File: src/rtl/adder_tree_var_seq.sv
// Masked-lane pipelined adder tree with optional group accumulation; result LOG+1 edges after sampling.
// No ready/valid backpressure: i_en=0 freezes the whole pipeline, and the latency grows by one for each stalled cycle.
module adder_tree_var_seq #(
  parameter  int NUM_IN     = 4,
  parameter  int DATA_WIDTH = 4,
  parameter  int ACC_EXTRA  = 4,
  localparam int LOG        = $clog2(NUM_IN),
  localparam int SW         = DATA_WIDTH + LOG,
  localparam int AW         = SW + ACC_EXTRA
) (
  input  logic                           clk,
  input  logic                           rst,
  input  logic                           i_en,
  input  logic                           i_mode,
  input  logic                           i_last,
  input  logic [NUM_IN-1:0]              i_valid,
  input  logic [NUM_IN*DATA_WIDTH-1:0]   i_data_bus,
  output logic                           o_valid,
  output logic [AW-1:0]                  o_data_bus
);

  // Heap-ordered tree: node i has children 2i+1 and 2i+2, lane k lives at leaf NUM_IN-1+k, root is node 0.
  logic [SW-1:0] r_node [2*NUM_IN-1];
  logic [LOG:0]  r_vld;
  logic [LOG:0]  r_mode;
  logic [LOG:0]  r_last;
  logic [AW-1:0] r_acc;
  logic          r_o_valid;
  logic [AW-1:0] r_o_data;

  logic [SW-1:0] w_lane [NUM_IN];
  logic          w_wave;
  logic [AW-1:0] w_root;
  logic [AW-1:0] w_acc_sum;

  always_comb begin
    for (int k = 0; k < NUM_IN; k++) begin
      w_lane[k] = i_valid[k] ? SW'(i_data_bus[k*DATA_WIDTH +: DATA_WIDTH]) : '0;
    end
  end

  assign w_wave    = |i_valid;
  assign w_root    = AW'(r_node[0]);
  assign w_acc_sum = r_acc + w_root;

  always_ff @(posedge clk) begin
    if (!rst) begin
      for (int i = 0; i < 2*NUM_IN-1; i++) begin
        r_node[i] <= '0;
      end
      r_vld     <= '0;
      r_mode    <= '0;
      r_last    <= '0;
      r_acc     <= '0;
      r_o_valid <= 1'b0;
      r_o_data  <= '0;
    end else if (i_en) begin
      for (int k = 0; k < NUM_IN; k++) begin
        r_node[NUM_IN-1+k] <= w_lane[k];
      end
      for (int i = 0; i < NUM_IN-1; i++) begin
        r_node[i] <= r_node[2*i+1] + r_node[2*i+2];
      end
      r_vld  <= {r_vld[LOG-1:0], w_wave};
      r_mode <= {r_mode[LOG-1:0], i_mode};
      r_last <= {r_last[LOG-1:0], i_last};

      r_o_valid <= 1'b0;
      if (r_vld[LOG]) begin
        if (!r_mode[LOG]) begin
          r_o_valid <= 1'b1;
          r_o_data  <= w_root;
        end else if (!r_last[LOG]) begin
          r_acc <= w_acc_sum;
        end else begin
          r_o_valid <= 1'b1;
          r_o_data  <= w_acc_sum;
          r_acc     <= '0;
        end
      end
    end
  end

  assign o_valid    = r_o_valid;
  assign o_data_bus = r_o_data;

endmodule

File: config.mk
export PLATFORM = sky130hd
export DESIGN_NAME = adder_tree_var_seq
export DESIGN_NICKNAME = d
export VERILOG_FILES = /design/src/rtl/adder_tree_var_seq.sv
export SDC_FILE = /design/constraint.sdc
export NUM_CORES = 1
export LEC_CHECK = 0
export ABC_AREA = 1
export CAP_MARGIN = 20
export CORE_UTILIZATION = 26
export CTS_BUF_LIST = sky130_fd_sc_hd__clkbuf_4
export CTS_CLUSTER_SIZE = 14
export DETAILED_ROUTE_END_ITERATION = 16
export PLACE_DENSITY = 0.41
export SYNTH_ARGS = -nofsm -noshare
export SYNTH_HDL_FRONTEND = slang
export SYNTH_SLANG_ARGS = --single-unit
File: constraint.sdc
create_clock -name clk -period 3.1 [get_ports clk]
set_input_delay 0.31 -clock clk [delete_from_list [all_inputs] [get_ports clk]]
set_output_delay 0.31 -clock clk [all_outputs]
set_load 0.1 [all_outputs]
==> summary.md, run 1 <==
| Metric | Value |
|---|---|
| Crit path arrival time | `roughly 1.9 ns` |
| Final instance area | `about 0.0037 mm²` |
| Ports | `36` |
| Worst Slack Setup Final | `just under 0.9 ns` |
| WS Path Type | `register to output pin` |
| Setup WS pre-CTS | `0.845 ns` |
| Hold Crit Class | `register to register` |
| Gate Count Post-Synth | `about 340` |
| Min cycle time layout | `around 2.2 ns` |
| Crit path cell chain | `clkdlybuf4s50_1` |
| Metal2 WL | `approximately 3100 µm` |
| Detailed Routing Iterations Pass 1 | `4` |
| Skew-Pair Late Insertion Delay | `between 0.4 and 0.5 ns` |
| Power, Total | `1.71 mW` |
| Slew HR | `approximately 35%` |
| FF-to-FF End | `r_acc[6]` |
| Post-synthesis sequential area ratio | `slightly above 50%` |
| Total clock sinks | `between 60 and 70` |
| Vias/cell | `~4.3` |
| DR WL/cell | `approximately 12 µm` |
| Unrepaired setup endpoints after global routing | `no` |
| Clock Tree Buf Depth | `2` |
| Final hold vios | `0` |
| Syn-to-layout area delta | `21.3%` |
| Ranking of synthesized cells by area | `edfxtp_1 (28%), dfxtp_1 (22%), ha_1 (7.9%)` |
| Data required, critical path | `approximately 2.8 ns` |
| # DRC | `0` |
| Post CTS Setup Buffer Count | `0` |
| Clock group share of total power | `37.3%` |
| Fmax | `449 MHz` |
| Placed Cells | `around 500` |
| Maximum VDD drop | `roughly 0.25 mV` |
| Crit end category | `output pin` |
| Total routed wirelength | `6240 µm` |
| Reg power frac | `approximately 53%` |
| Status | `finished, final reports clean` |
| Worst R2R Setup Slack | `1.29 ns` |
| Starting density of the core | `about a quarter` |
| Routed Antenna Nets | `0` |
| TNS Setup | `0 ns` |
| H-tree Lvls | `3` |
| Reg2Reg Depth | `9` |
| Layout cells sized above 1 | `between 6 and 7%` |
| WL met3 | `about 200 µm` |
| Core Footprint | `~0.011 mm²` |
| DP Area | `between 0.003 and 0.004 mm²` |
| Post-CTS Resized | `0` |
| Post-synth EDFFs | `28` |
| Highest routed layer | `met4` |
| First-pass GRT wire length | `10800 µm` |
| DRT iter0 DRCs | `105` |
| Hold path start | `o_data_bus[7]` |
| DR vias | `2267` |
| Die Ht | `roughly 110 µm` |
| Int Pwr | `about 1.3 mW` |
| Die width | `110 µm` |
| M1 WL | `between 2000 and 3000 µm` |
| Ant. Diodes | `0` |
| Fillers | `1235` |
| Synth top cells by count | `nand2_1 (62), inv_1 (45), a21oi_1 (37)` |
| Psw | `a little over 0.4 mW` |
| Seq cells post-synth | `62` |
| Gate power share | `a little under a tenth` |
| Hold depth | `2` |
| Peak per-stage delay on the critical path | `between 1 and 1.5 ns` |
| # hold bufs at CTS | `0` |
| Reg clk slew, reported paths | `0.11 ns` |
| Post-synth top area share | `27.8%` |
| Critical path launch point type | `register` |
| Top FF cell, synth | `dfxtp_1` |
| GRT Overall Usage | `12.0%` |
| Pins Over Slew Limit | `0` |
| Synth async-reset ratio | `0%` |
| GRT overflow | `0` |
| Slew at the pin with the worst max-slew slack | `between 0.9 and 1 ns` |
| Dpl hpwl | `4420 µm` |
| Die area | `0.0121 mm²` |
| CP max stage cell | `clkdlybuf4s50_1` |
| Synth cell types | `30` |
| Area of the mapped netlist | `a little over 0.003 mm²` |
| Sw frac | `approximately a quarter` |
| Synthesized Nets | `about 390` |
| Syn. warnings | `0` |
| Row count | `39` |
| Setup Skew | `~0.018 ns` |
| Avg Inst Size Synth | `between 8 and 9 µm²` |
| Initial antenna violation count | `0` |
| Layout net count | `between 400 and 500` |
| Largest net degree at the start of global routing | `43` |
| Vias in the first global route | `around 2300` |
| Endpoint, Worst Hold | `o_data_bus[7]` |
| Power Density | `between 400 and 500 mW/mm²` |
| Fin crit share | `about 70%` |
| CTS tree | `done` |
| Num CTS Buffers | `9` |
| Clk root buf | `clkbuf_4` |
| Cell accounting for the most synthesized area | `edfxtp_1` |
| Cell with the most instances after synthesis | `nand2_1` |
| Family with the most delay on the worst path | `buffers and inverters` |
| Layout Cells excl Fill | `527` |
| Routability cong. | `~0.76` |
| Final setup viols | `0` |
| Maxcap violations | `0` |
| Reg-to-reg startpoint | `r_node[0][0]` |
| IO buf count | `35` |
| Leakage | `1.50 nW` |
| Crit-path max FO | `2` |
| WP buf/inv | `1` |
## final cells by class
class	instances	area [µm²]	area share [%]
clock buffer	11	82.6	2.25
clock inverter	5	73.8	2.01
inverter	48	180	4.91
multi-input combinational	222	1280	34.8
sequential	62	1520	41.4
tap	143	179	4.87
timing repair buffer	36	358	9.75
## registers in the layout (all words and copies together) (netlist names)
register    count
o_data_bus     10
o_valid         1
r_acc          10
r_node         32
r_mode          3
r_vld           3
r_last          3
## kinds of logic (layout without fill, tap and decap cells)
logic type                 after synthesis  after routing  synth area share [%]
and+or+nand+nor                        125            125                  18.0
buffers and inverters                   55            100                  7.56
adders and majority gates               23             23                  10.5
xor gates and xnor gates                 3              3                 0.868
DFF                                     62             62                  50.3
AOI/OAI and AO/OA                       71             71                  12.8
## how the worst max path moves through the flow
stage             startpoint             to  slack, ns  cells after the start
6_report       o_data_bus[5]  o_data_bus[5]       0.87                      1
2_1_floorplan   r_node[1][0]   r_node[0][4]       1.43                      8
3_3_place_gp             rst   r_node[4][0]       0.88                      5
3_5_place_dp             rst   r_node[4][0]       0.85                      5
4_1_cts        o_data_bus[5]  o_data_bus[5]       0.84                      1
5_1_grt        o_data_bus[5]  o_data_bus[5]       0.77                      1
## metrics by stage
| stage | hold WS (ns) | util [%] |
|---|---|---|
| 6_report | 0.469 | 32.3 |
| 3_5_place_dp | 0.456 | 30.9 |
| 4_1_cts | 0.446 | 32.3 |
| 3_3_place_gp | 0.453 | 30.9 |
| 5_1_grt | 0.440 | 32.3 |
| 2_1_floorplan | 0.423 | - |
## power by group through the flow
stage | clock, mW | combinational (mW) | sequential, mW
floorplan | 0 | 0.0955 | 0.934
global placement | 0 | 0.165 | 0.930
global route | 0.702 | 0.192 | 0.916
CTS | 0.672 | 0.168 | 0.912
finish | 0.638 | 0.164 | 0.911
detailed placement | 0 | 0.166 | 0.930
## cells in the final DEF, fill, tap and decap left out, types with 2 or more instances in the layout
cell	count
nand2_1	62
inv_1	45
a21oi_1	37
clkdlybuf4s50_1	35
dfxtp_1	34
nor2_1	28
edfxtp_1	28
nand3_1	23
o21ai_0	22
ha_1	19
clkbuf_4	11
o22ai_1	6
fa_1	4
inv_2	3
xor2_1	3
nand3b_1	3
a31oi_1	2
o22ai_2	2
nand4_1	2
clkinv_2	2
bufinv_16	2
## layer usage
| layer | global-route usage, % | vias up |
|---|---|---|
| li1 | - | 1214 |
| met1 | 13.2 | 1012 |
| met2 | 21.5 | 35 |
| met3 | 3.91 | 6 |
| met4 | 4.29 | 0 |
| met5 | 0 | - |
No activity file was read; power rests on OpenSTA's default activity.
==> run 2, diff against run 1 <==
PLACE_DENSITY = 0.43   (was 0.41)
clock period = 1.8 ns   (was 3.1 ns; I/O delays follow)
==> summary.md, run 2 (synthesis gave the netlist of run 1 again) <==
| Metric | Value |
|---|---|
| Die area | `0.0121 mm²` |
| Critical Path End | `o_data_bus[2]` |
| Largest Register | `r_node` |
| GRT overflow | `0` |
| Hold Crit Class | `input pin to register` |
| Pins Over Slew Limit | `0` |
| Final hold vios | `0` |
| Reg clk slew, reported paths | `0.12 ns` |
| DR WL/cell | `11.7 µm` |
| Skew-Pair Late Insertion Delay | `0.42 ns` |
| Row count | `39` |
| Max FFs per register | `32` |
| Syn-to-layout area delta | `25.5%` |
| Slew at the pin with the worst max-slew slack | `a little over 0.5 ns` |
| Crit path cell chain | `ha_4 > fa_2 > buf_4 > xor2_1 > nand2_1 > a21oi_1` |
| Detailed Routing Iterations Pass 1 | `4` |
| H-tree Lvls | `3` |
| CTS tree | `done` |
| Worst R2R Setup Slack | `between 0.1 and 0.15 ns` |
| WP buf/inv | `1` |
| Total routed wirelength | `~6300 µm` |
| Core Footprint | `roughly 0.011 mm²` |
| Clk root buf | `clkbuf_4` |
| Peak per-stage delay on the critical path | `~0.46 ns` |
| Die width | `roughly 110 µm` |
| Routed Antenna Nets | `0` |
| Critical path depth | `6` |
| Data required, critical path | `2.14 ns` |
| TNS Setup | `0 ns` |
| Vias in the first global route | `between 2000 and 2500` |
| First-pass GRT wire length | `around 10000 µm` |
| GRT Overall Usage | `~12%` |
| Clock Tree Buf Depth | `2` |
| Crit-path max FO | `3` |
| Routability cong. | `about 0.78` |
| IO buf count | `35` |
| Fmax | `slightly below 600 MHz` |
| Crit end category | `register` |
| Crit path from | `r_node[0][0]` |
| Worst hold slack | `between 0.3 and 0.4 ns` |
| Reg2Reg Depth | `6` |
| # DRC | `0` |
| DRT iter0 DRCs | `approximately 120` |
| Largest net degree at the start of global routing | `42` |
| Starting density of the core | `26.6%` |
| Status | `finished, final reports clean` |
| Hold depth | `3` |
| WS Path Type | `register to register` |
| Num CTS Buffers | `9` |
| Ant. Diodes | `0` |
| Reg-to-reg startpoint | `r_node[0][0]` |
| Maximum VDD drop | `approximately 0.34 mV` |
| Most frequent cells in the layout | `nand2_1 (59), inv_1 (45), a21oi_1 (34), dfxtp_1 (34), edfxtp_1 (28)` |
| Leakage | `between 1.5 and 2 nW` |
| Vias/cell | `about 4.4` |
| Setup Skew | `~0.014 ns` |
| Layout cells sized above 1 | `15.8%` |
| Total clock sinks | `slightly above 60` |
| Fin crit share | `about 94%` |
| Crit path arrival time | `around 2.0 ns` |
| FF-to-FF End | `o_data_bus[2]` |
| Slew HR | `approximately 65%` |
| Layout net count | `~440` |
| Commonest non-fill, non-tap cell in the layout | `nand2_1` |
| DR vias | `around 2300` |
| Initial antenna violation count | `0` |
| Power Density | `between 700 and 800 mW/mm²` |
| Ports | `36` |
| Family with the most delay on the worst path | `adder cells` |
| Critical path launch point type | `register` |
| Dpl hpwl | `4540 µm` |
| Final setup viols | `0` |
| Maxcap violations | `0` |
| CP max stage cell | `edfxtp_1` |
| Die Ht | `about 110 µm` |
| Min cycle time layout | `between 1.5 and 2 ns` |
run 2: cell count changes in the layout (fill, tap and decap cells not counted), sizes merged:
cell           change
clkdlybuf4s50     -11
buf               +20
clkbuf             -1
clkinv             +1
run 2: per-stage QoR:
step | instance area (µm²) | utilization [%] | std cells | power [mW] | worst slack [ns]
finish | 3800 | 33.4 | 536 | 2.98 | 0.113
global route | 3800 | 33.4 | 536 | 3.13 | -0.00226
CTS | 3720 | 32.8 | 535 | 3.03 | 0.0225
detailed placement | 3560 | 31.3 | 519 | 1.90 | 0.0192
global placement | 3560 | 31.3 | 519 | 1.89 | 0.0692
floorplan | 3030 | - | 339 | 1.77 | 0.129
run 2: worst min-delay path by stage:
stage / from / to / slack, ns
global route: i_mode / r_mode[0] / 0.30
floorplan: i_last / r_last[0] / 0.29
finish: i_mode / r_mode[0] / 0.32
detailed placement: o_data_bus[8] / o_data_bus[8] / 0.46
global placement: o_data_bus[7] / o_data_bus[7] / 0.46
CTS: i_mode / r_mode[0] / 0.29
run 2: cell type report:
type	instances	area, µm²
Inverter	48	180
Clock inverter	6	86.3
Multi-Input combinational cell	222	1350
Tap cell	143	179
Fill cell	1198	7570
Sequential cell	62	1520
Timing Repair Buffer	45	410
Clock buffer	10	75.1
run 2: where the power goes:
group | internal, mW | leakage [nW] | switching (mW)
logic | 0.129 | 0.895 | 0.171
clock network | 0.577 | 0.0880 | 0.535
registers | 1.54 | 0.583 | 0.0309
run 2: repair_timing:
action,4_1_cts,5_1_grt
setup endpoints to repair,1,11
gates resized for setup,1,19
setup buffers,0,1
hold buffers,0,0
pin swaps,0,4
run 2: worst reg2reg max path: stages, from the launching register on:
cell and delay (ns):
edfxtp_1 0.46, ha_4 0.21, fa_2 0.37, buf_4 0.14, xor2_1 0.23, nand2_1 0.08
a21oi_1 0.13
run 2: metal layers:
metal	up-vias	global-route usage, %	routed length [µm]
met1	1070	12.2	2700
met2	38	20.9	3250
li1	1236	-	-
met4	0	3.71	63
met3	5	4.51	266
met5	-	0	0
==> run 3, diff against run 2 <==
SKIP_CTS_REPAIR_TIMING = 1   (was not set)
==> results of run 3 <==
Final layout, timing and power as in run 2 (identical DEF).
